[src/rtl/alu_arb_pkg.sv]
// ============================================================================
// Module : alu_arb_pkg
// Brief  : Shared types and widths for the ALU request arbiter.
// Rev    : 1.0  initial release
// ============================================================================
`default_nettype none

package alu_arb_pkg;

  localparam int ALU_CTL_W  = 2;
  localparam int ALU_DATA_W = 8;
  localparam int STAT_W     = 16;

  typedef struct packed {
    logic [ALU_CTL_W-1:0]  ctl;
    logic [ALU_DATA_W-1:0] a;
    logic [ALU_DATA_W-1:0] b;
    logic                  ci;
  } alu_op_t;

endpackage

`default_nettype wire

[src/rtl/alu_arb_tag_fifo.sv]
// ============================================================================
// Module : alu_arb_tag_fifo
// Brief  : DEPTH x W synchronous FIFO holding the requester tag of each op
//          in flight through the ALU. DEPTH must be a power of two (>=2).
// Rev    : 1.0  initial release
// ============================================================================
`default_nettype none

module alu_arb_tag_fifo #(
  parameter int DEPTH = 4,
  parameter int W     = 2,
  localparam int PW   = $clog2(DEPTH),
  localparam int CW   = PW + 1
) (
  input  logic          clk,
  input  logic          rst,
  input  logic          push_i,
  input  logic [W-1:0]  data_i,
  input  logic          pop_i,
  output logic [W-1:0]  head_o,
  output logic [CW-1:0] count_o,
  output logic          full_o,
  output logic          empty_o
);

  logic [W-1:0]  mem_q [DEPTH];
  logic [PW-1:0] wr_q, rd_q;
  logic [CW-1:0] cnt_q, cnt_d;
  logic          w_do_push, w_do_pop;

  assign full_o    = (cnt_q == CW'(DEPTH));
  assign empty_o   = (cnt_q == '0);
  assign w_do_push = push_i & ~full_o;
  assign w_do_pop  = pop_i & ~empty_o;
  assign head_o    = mem_q[rd_q];
  assign count_o   = cnt_q;

  always_comb begin
    cnt_d = cnt_q;
    if (w_do_push && !w_do_pop) cnt_d = cnt_q + 1'b1;
    if (!w_do_push && w_do_pop) cnt_d = cnt_q - 1'b1;
  end

  always_ff @(posedge clk) begin
    if (!rst) begin
      wr_q  <= '0;
      rd_q  <= '0;
      cnt_q <= '0;
    end else begin
      if (w_do_push) wr_q <= wr_q + 1'b1;
      if (w_do_pop)  rd_q <= rd_q + 1'b1;
      cnt_q <= cnt_d;
    end
  end

  // Storage needs no reset: entries are only read once the count covers them.
  always_ff @(posedge clk) begin
    if (w_do_push) mem_q[wr_q] <= data_i;
  end

endmodule

`default_nettype wire

[src/rtl/alu_req_arbiter.sv]
// ============================================================================
// Module : alu_req_arbiter
// Brief  : Round-robin sharing of one ALU between NREQ push/stop requesters,
//          with in-order return routing. Optional macro ALU_ARB_STATS_EN adds
//          per-requester saturating accept counters on grant_cnt.
// Rev    : 1.0  initial release
// ============================================================================
`default_nettype none

module alu_req_arbiter
  import alu_arb_pkg::*;
#(
  parameter int NREQ  = 4,
  parameter int DEPTH = 4,
  parameter int TAG_W = $clog2(NREQ)
) (
  input  logic                       clk,
  input  logic                       rst,
  input  logic [NREQ-1:0]            req_push,
  output logic [NREQ-1:0]            req_stop,
  input  logic [ALU_CTL_W*NREQ-1:0]  req_ctl,
  input  logic [ALU_DATA_W*NREQ-1:0] req_a,
  input  logic [ALU_DATA_W*NREQ-1:0] req_b,
  input  logic [NREQ-1:0]            req_ci,
  output logic                       alu_pushin,
  input  logic                       alu_stopout,
  output logic [ALU_CTL_W-1:0]       alu_ctl,
  output logic [ALU_DATA_W-1:0]      alu_a,
  output logic [ALU_DATA_W-1:0]      alu_b,
  output logic                       alu_ci,
  input  logic                       alu_pushout,
  output logic                       alu_stopin,
  input  logic [ALU_DATA_W-1:0]      alu_z,
  input  logic                       alu_cout,
  output logic [NREQ-1:0]            rsp_push,
  input  logic [NREQ-1:0]            rsp_stop,
  output logic [ALU_DATA_W-1:0]      rsp_z,
  output logic                       rsp_cout,
`ifdef ALU_ARB_STATS_EN
  output logic [STAT_W*NREQ-1:0]     grant_cnt,
`endif
  output logic                       err_orphan
);

  localparam int CW = $clog2(DEPTH) + 1;

  logic [TAG_W-1:0] rr_ptr_q, rr_ptr_d, g_q, g_d;
  logic             lock_q, lock_d, err_q;
  logic [TAG_W-1:0] w_grant, w_head;
  logic             w_has_grant, w_can_issue, w_accept, w_pop;
  logic [CW-1:0]    w_count;
  logic             w_empty, w_unused_full;
  alu_op_t          w_op;

  always_comb begin
    int idx;
    idx         = 0;
    w_grant     = rr_ptr_q;
    w_has_grant = 1'b0;
    if (lock_q) begin
      w_grant     = g_q;
      w_has_grant = 1'b1;
    end else begin
      for (int k = 0; k < NREQ; k++) begin
        idx = int'(rr_ptr_q) + k;
        if (idx >= NREQ) idx = idx - NREQ;
        if (!w_has_grant && req_push[idx]) begin
          w_has_grant = 1'b1;
          w_grant     = TAG_W'(idx);
        end
      end
    end
  end

  assign w_can_issue = (w_count < CW'(DEPTH));

  always_comb begin
    w_op = '0;
    if (w_has_grant) begin
      w_op.ctl = req_ctl[ALU_CTL_W*int'(w_grant) +: ALU_CTL_W];
      w_op.a   = req_a[ALU_DATA_W*int'(w_grant) +: ALU_DATA_W];
      w_op.b   = req_b[ALU_DATA_W*int'(w_grant) +: ALU_DATA_W];
      w_op.ci  = req_ci[w_grant];
    end
  end

  assign alu_pushin = w_has_grant & w_can_issue & req_push[w_grant];
  assign alu_ctl    = w_op.ctl;
  assign alu_a      = w_op.a;
  assign alu_b      = w_op.b;
  assign alu_ci     = w_op.ci;
  assign w_accept   = alu_pushin & ~alu_stopout;

  always_comb begin
    req_stop = '1;
    if (w_has_grant && w_can_issue && !alu_stopout) req_stop[w_grant] = 1'b0;
  end

  // A stalled offer locks the grant so the ALU sees a stable op until taken.
  always_comb begin
    rr_ptr_d = rr_ptr_q;
    lock_d   = lock_q;
    g_d      = g_q;
    if (w_accept) begin
      rr_ptr_d = (w_grant == TAG_W'(NREQ - 1)) ? '0 : w_grant + 1'b1;
      lock_d   = 1'b0;
    end else if (alu_pushin) begin
      lock_d = 1'b1;
      g_d    = w_grant;
    end
  end

  always_ff @(posedge clk) begin
    if (!rst) begin
      rr_ptr_q <= '0;
      lock_q   <= 1'b0;
      g_q      <= '0;
      err_q    <= 1'b0;
    end else begin
      rr_ptr_q <= rr_ptr_d;
      lock_q   <= lock_d;
      g_q      <= g_d;
      if (w_empty && alu_pushout) err_q <= 1'b1;
    end
  end

  alu_arb_tag_fifo #(
    .DEPTH (DEPTH),
    .W     (TAG_W)
  ) u_tag_fifo (
    .clk     (clk),
    .rst     (rst),
    .push_i  (w_accept),
    .data_i  (w_grant),
    .pop_i   (w_pop),
    .head_o  (w_head),
    .count_o (w_count),
    .full_o  (w_unused_full),
    .empty_o (w_empty)
  );

  always_comb begin
    rsp_push   = '0;
    alu_stopin = 1'b0;
    w_pop      = 1'b0;
    if (!w_empty) begin
      rsp_push[w_head] = alu_pushout;
      alu_stopin       = rsp_stop[w_head];
      w_pop            = alu_pushout & ~rsp_stop[w_head];
    end
  end

  assign rsp_z      = alu_z;
  assign rsp_cout   = alu_cout;
  assign err_orphan = err_q;

`ifdef ALU_ARB_STATS_EN
  for (genvar i = 0; i < NREQ; i++) begin : g_stats
    logic [STAT_W-1:0] cnt_q;
    always_ff @(posedge clk) begin
      if (!rst) cnt_q <= '0;
      else if (w_accept && (w_grant == TAG_W'(i)) && (cnt_q != '1)) cnt_q <= cnt_q + 1'b1;
    end
    assign grant_cnt[STAT_W*i +: STAT_W] = cnt_q;
  end
`endif

endmodule

`default_nettype wire

[config.mk]
export PLATFORM = sky130hd
export DESIGN_NAME = alu_req_arbiter
export DESIGN_NICKNAME = d
export VERILOG_FILES = /design/src/rtl/alu_arb_pkg.sv /design/src/rtl/alu_arb_tag_fifo.sv /design/src/rtl/alu_req_arbiter.sv
export SDC_FILE = /design/constraint.sdc
export NUM_CORES = 1
export LEC_CHECK = 0
export CORE_MARGIN = 2
export CORE_UTILIZATION = 39
export DETAILED_ROUTE_END_ITERATION = 8
export PLACE_DENSITY = 0.86
export SYNTH_ARGS = -nofsm -noshare
export SYNTH_HDL_FRONTEND = slang
export SYNTH_SLANG_ARGS = --single-unit
export TNS_END_PERCENT = 10
[constraint.sdc]
create_clock -name clk -period 7.69 [get_ports clk]
set_input_delay 1.1535 -clock clk [delete_from_list [all_inputs] [get_ports clk]]
set_output_delay 1.1535 -clock clk [all_outputs]
set_load 0.03 [all_outputs]
==> key figures, run 1 <==
Setup path
  • Critical path class: in -> out
  • Crit path DAT: 4.09 ns
  • Crit path max fanout: 30
  • Category of the worst setup path launch point: input port
  • Worst EP required: 6.54 ns
  • Crit path capture type: output port

Synth
  • Synth Cell Area: 0.00202 mm²
  • Synth top area share: 22.2%
  • Syn Area/Cell: 9.24 µm²
  • Synth area leaders: mux2i_1 22%, dfxtp_1 15%, edfxtp_1 12%, o22ai_1 6.2%, ha_1 5.6%
  • Syn_nets: 326
  • Complex-gate fraction of the synthesized area: 15.9%
  • Simple-gate share of the synthesized area: 15.5%
  • #FFs+latches synth: 23
  • Mux cell area share after synthesis: 25.2%
  • Synth warn: 0
  • Main combinational cell family by area after synthesis: multiplexers
  • Yosys cell types: 43
  • Area leader, netlist: mux2i_1
  • Post-synthesis xor/xnor area fraction: 1.30%
  • Adder-cell share of the synthesized area: 6.55%
  • Register area share after synthesis: 26.7%
  • Syn Inst Count: 219

STA
  • Max Clk Rate: 0.191 GHz
  • Clock skew: 0.00987 ns
  • RSZ-0062 raised after global routing: false
  • Min cycle time layout: 5.24 ns
  • Final hold vios: 0
  • Max Slew Vio Count: 0
  • Final Cycle Share: 68.2%
  • Slew @ Worst Pin: 0.803 ns
  • Setup_tns: 0 ns
  • Final setup viols: 0
  • Slew margin rel.: 46.4%
  • Worst setup margin: 2.45 ns

Route
  • # DRC: 0
  • Antenna-violating nets left: 0
  • Iter 0 DRT Violations: 98
  • WL per Instance: 14.4 µm
  • DR vias: 1,953
  • WL final: around 5600 µm
  • Pre-antenna DRT Iters: 4
  • Via/cell ratio: 4.99

Floorplan
  • Starting density of the core: 40.1%
  • Ports: around 140
  • Die W: 76.0 µm
  • Die Y: 76.0 µm
  • Core box area: just over 0.005 mm²
  • # rows: 26
  • Die Area: 0.00578 mm²

Finish
  • Fill cell total of the finished layout: ~430
  • Ant. Diodes: 0
  • Fin nets: ~430
  • Sequential cell area: 541 µm²
  • Share of cells above drive strength 1: 5.61%
  • Commonest cells after routing, fill and taps aside: 117 x clkdlybuf4s50_1, 45 x mux2i_1, 20 x o22ai_1
  • Multi-input logic area: roughly 0.0013 mm²
  • Synth-to-layout area growth: 58.2%
  • Commonest non-fill, non-tap cell in the layout: clkdlybuf4s50_1

Placed design
  • Gpl congestion: 0.801
  • Port bufs: about 120
  • Worst slack at placement: between 2 and 2.5 ns
  • Detailed Place HPWL: 4660 µm

CTS
  • # Post-CTS Setup Buffers: 0
  • Worst-path clk slew: 0.09 ns
  • CTS Hold Bufs: 0
  • H-tree levels: 1
  • CTS tree: done
  • # resized after CTS: 0
  • CTS root buffer: clkbuf_8
  • Clk buf depth: 2
  • TritonCTS Buffers: 3
  • CTS Sinks: 23
  • Worst-Skew Late Latency: about 0.26 ns

Global route
  • GRT met1 Usage: 21.0%
  • Busiest grt layer: met2
  • Met3 usage: 4.98%
  • Largest net degree at the start of global routing: 31
  • Vias in the first global route: 1,983
  • GRT Residual Overflow: 0
  • First-pass GRT wire length: 9080 µm
  • Met2 global-route usage: 37.0%
  • Initial antenna violation count: 0
  • Total track usage: 19.0%

Worst hold path
  • Worst min path class: reg -> reg

Outcome
  • Outcome: completed

Job
  • Max cap viols: 0

Pwr
  • Peak VDD IR: about 0.00011 V
  • Pleak: 1.33 nW
  • Pwr/cell area: 238 mW/mm²
## sequential cells by signal, indices dropped and copies added, names as in the netlist, named ones only
| name | count |
|---|---|
| g_q | 2 |
| u_tag_fifo.mem_q | 8 |
| u_tag_fifo.count_o | 3 |
| err_orphan | 1 |
| lock_q | 1 |
| u_tag_fifo.wr_q | 2 |
| rr_ptr_q | 2 |
| u_tag_fifo.rd_q | 2 |
## report_power, final
part	leakage (nW)	switching [W]	internal [W]
registers	0.197	0.0000201	0.000150
logic	1.11	0.000274	0.000243
clock network	0.0255	0.0000373	0.0000361
total	1.33	0.000332	0.000429
## layer usage
layer / vias to the layer above / part of all wire, %
met1: 893 / 38
met2: 79 / 55
met3: 0 / 7.0
met4: 0 / 0
li1: 981 / -
met5: - / 0
## critical path, stage by stage
cell and delay [ns]:
clkdlybuf4s50_1 0.58, nor2b_1 0.25, o21ai_1 0.10, o21ai_0 0.08
o31a_2 0.37, buf_4 0.49, mux2i_1 0.14, o22ai_1 0.21
clkdlybuf4s50_1 0.71
## path summary, 6_finish.rpt
path	startpoint	depth (start not counted)	endpoint	slack, ns
worst max register to register	lock_q	11	u_tag_fifo.count_o[2]	4.71
worst min-delay path	g_q[1]	2	g_q[1]	0.49
worst min register to register	g_q[1]	2	g_q[1]	0.49
worst max-delay path	req_push[2]	9	alu_b[1]	2.45
## stage by stage
step           cell area [µm²]  util [%]  hold WS, ns  std cells  power (W)
2_1_floorplan             2020         -        0.455        219   0.000522
3_3_place_gp              3160      62.6        0.471        387   0.000680
3_5_place_dp              3160      62.6        0.482        387   0.000692
4_1_cts                   3200      63.5        0.494        391   0.000766
5_1_grt                   3200      63.5        0.530        391   0.000810
6_report                  3200      63.5        0.494        391   0.000761
## cell usage after synthesis (all sizes together)
master  count
nand2      19
nor2       13
inv         9
or3         1
a211o       1
nor3        4
mux2i      45
o21bai      1
dfxtp      15
nor3b       1
xnor2       2
o31a        2
mux2        1
fa          1
a22o        1
nand3b      2
nand2b      1
a2bb2o      1
a211oi      3
o21ai       7
or2         1
ha          9
or4         1
xor2        1
and2        9
a21oi       4
o22ai      20
mux4        2
o311a       1
o21a        2
edfxtp      8
a21boi      1
nor2b       9
clkbuf      5
buf        16
## cell families after synthesis
kind of cell / Yosys count
mux: 48
compound gates: 44
buf+inv: 30
flops: 23
xor+xnor: 3
simple gates: 61
fa+ha+maj: 10
## cell type report
type	count	share of cell area (%)
inverter	9	1.06
clock inverter	1	0.156
clock buffer	3	1.29
tap	70	2.74
sequential	23	16.9
timing repair buffer	119	37.0
multi-input combinational	166	40.8
(Power assumes the default switching activity.)
==> run 2: changes to the inputs <==
CORE_UTILIZATION = 36   (was 39)
PLACE_DENSITY = 0.8   (was 0.86)
clock period = 5.4 ns   (was 7.69 ns; I/O delays follow)
==> run 2 against run 1 <==
Effect of this change: worst setup slack lost 1.5 ns; critical path depth is the same; total power grew 43%; routed wire length grew 0.36%; clock skew shrank 0.0067 ns; sequential cell count is the same; sequential share of layout area shrank 0.053 points; register-to-register slack lost 2.3 ns; die area grew 7.9%; largest power group unchanged.
==> key figures, run 2 (same netlist as run 1, synthesis figures left out) <==
Pwr
  • Peak VDD IR: 0.000162 V (+43%)
  • Pleak: 1.33 nW (+0.34%)
  • Pwr/cell area: 338 mW/mm² (+42%)

STA
  • Slew @ Worst Pin: 0.818 ns (+0.0151 ns)
  • Final setup viols: 0 (unchanged)
  • Max Slew Vio Count: 0 (unchanged)
  • Slew margin rel.: 45.4% (-1.0 points)
  • Worst setup margin: 0.978 ns (-1.47 ns)
  • Clock skew: 0.00320 ns (-0.00667 ns)
  • Setup_tns: 0 ns (unchanged)
  • Min cycle time layout: approximately 4.4 ns
  • Final hold vios: 0 (unchanged)
  • RSZ-0062 raised after global routing: false
  • Final Cycle Share: roughly four fifths
  • Max Clk Rate: roughly 0.23 GHz
  • WHS: 0.493 ns (-0.00106 ns)

Route
  • # DRC: 0 (unchanged)
  • Iter 0 DRT Violations: 78 (-20%)
  • DR vias: 1,989 (+1.8%)
  • Via/cell ratio: 5.05 (+1.1%)
  • WL per Instance: 14.3 µm (-0.41%)
  • Antenna-violating nets left: 0 (unchanged)
  • Pre-antenna DRT Iters: 4 (unchanged)
  • WL final: 5630 µm (+0.36%)

Placed design
  • Detailed Place HPWL: 4690 µm (+0.54%)
  • Worst slack at placement: 0.979 ns (-1.46 ns)
  • Port bufs: 117 (unchanged)
  • Gpl congestion: 0.792 (-1.1%)

Global route
  • First-pass GRT wire length: 8890 µm (-2.0%)
  • Largest net degree at the start of global routing: 22 (-29%)
  • Total track usage: 17.7% (-1.3 points)
  • GRT Residual Overflow: 0 (unchanged)
  • Initial antenna violation count: 0 (unchanged)
  • Vias in the first global route: 2,013 (+1.5%)

Setup path
  • Critical path class: in -> out
  • Crit path max fanout: 21 (-30%)
  • Category of the worst setup path launch point: input port
  • Crit path capture type: output port
  • Worst EP required: 4.59 ns (-1.95 ns)
  • Crit path DAT: 3.61 ns (-0.48 ns)

Floorplan
  • Ports: 136 (unchanged)
  • Starting density of the core: 37.0% (-3.2 points)
  • Core box area: 0.00547 mm² (+8.5%)
  • Die Y: 79.0 µm (+3.9%)
  • Die Area: 0.00624 mm² (+7.9%)
  • # rows: 27 (+3.8%)
  • Die W: 79.0 µm (+3.9%)

Finish
  • Fill cell total of the finished layout: 502 (+17%)
  • Ant. Diodes: 0 (unchanged)
  • Fin nets: 430 (+0.23%)
  • Share of cells above drive strength 1: 5.90% (+0.29 points)
  • Max FFs per register: 8 (unchanged)
  • Commonest cells after routing, fill and taps aside: 117 x clkdlybuf4s50_1, 45 x mux2i_1, 20 x o22ai_1
  • Multi-input logic area: 0.00131 mm² (unchanged)
  • Sequential cell area: 541 µm² (unchanged)
  • Commonest non-fill, non-tap cell in the layout: clkdlybuf4s50_1
  • Largest Register: u_tag_fifo.mem_q
  • Fin util: 58.7% (-4.8 points)
  • Synth-to-layout area growth: 58.7%

CTS
  • CTS root buffer: clkbuf_8
  • CTS Hold Bufs: 0 (unchanged)
  • Worst-Skew Late Latency: 0.26 ns (about the same)
  • TritonCTS Buffers: 3 (unchanged)
  • Worst-path clk slew: 0.08 ns (about the same)
  • CTS tree: done
  • # Post-CTS Setup Buffers: 0 (unchanged)
  • CTS Sinks: 23 (unchanged)
  • H-tree levels: 1 (unchanged)
  • Clk buf depth: 2 (unchanged)
  • # resized after CTS: 0 (unchanged)

Outcome
  • Outcome: completed

Worst hold path
  • Worst min path class: reg -> reg

Job
  • Max cap viols: 0 (unchanged)
-- run 2: cell count changes in the layout (fill, tap and decap cells not counted) --
cell and delta:
buf_4 +1
-- run 2: critical path, cell delays in order --
cell and delay (ns):
clkdlybuf4s50_1 0.57, nor2b_1 0.25, o21ai_1 0.09, o21ai_0 0.08
o31a_2 0.37, buf_4 0.40, mux2i_1 0.12, o22ai_1 0.20
clkdlybuf4s50_1 0.71
-- run 2: metrics by stage --
step | std cells | cell area, µm² | total power, W
after floorplan | 219 | 2020 | 0.000743
after global placement | 390 | 3170 | 0.000977
after detailed placement | 390 | 3170 | 0.000986
after CTS | 394 | 3210 | 0.00110
after global routing | 394 | 3210 | 0.00116
final | 394 | 3210 | 0.00109
-- run 2: area by class of cell --
cell class              instances  share of cell area (%)
clock buffers                   3                    1.29
clock inverters                 1                   0.156
inverters                       9                    1.05
multi-input cells             166                    40.7
flip-flops and latches         23                    16.8
well taps                      72                    2.80
repair buffers                120                    37.2
-- run 2: worst paths after layout --
check	to	cells past startpoint	slack, ns	from
min	g_q[1]	2	0.49	g_q[1]
min reg2reg	g_q[1]	2	0.49	g_q[1]
max reg2reg	u_tag_fifo.count_o[2]	11	2.46	lock_q
max	alu_a[6]	9	0.98	req_push[2]
-- run 2: report_power, final --
part           internal, W  total (W)  switching [W]
Clock            0.0000515   0.000105      0.0000531
Sequential        0.000214   0.000242      0.0000282
Combinational     0.000348   0.000739       0.000391
-- run 2: metal layers --
metal / GRT usage, % / part of all wire [%] / up-vias
li1: - / - / 986
met2: 35.1 / 53 / 83
met1: 18.3 / 38 / 911
met3: 4.55 / 8.1 / 9
met4: 3.97 / 1.5 / 0
met5: 0 / 0 / -
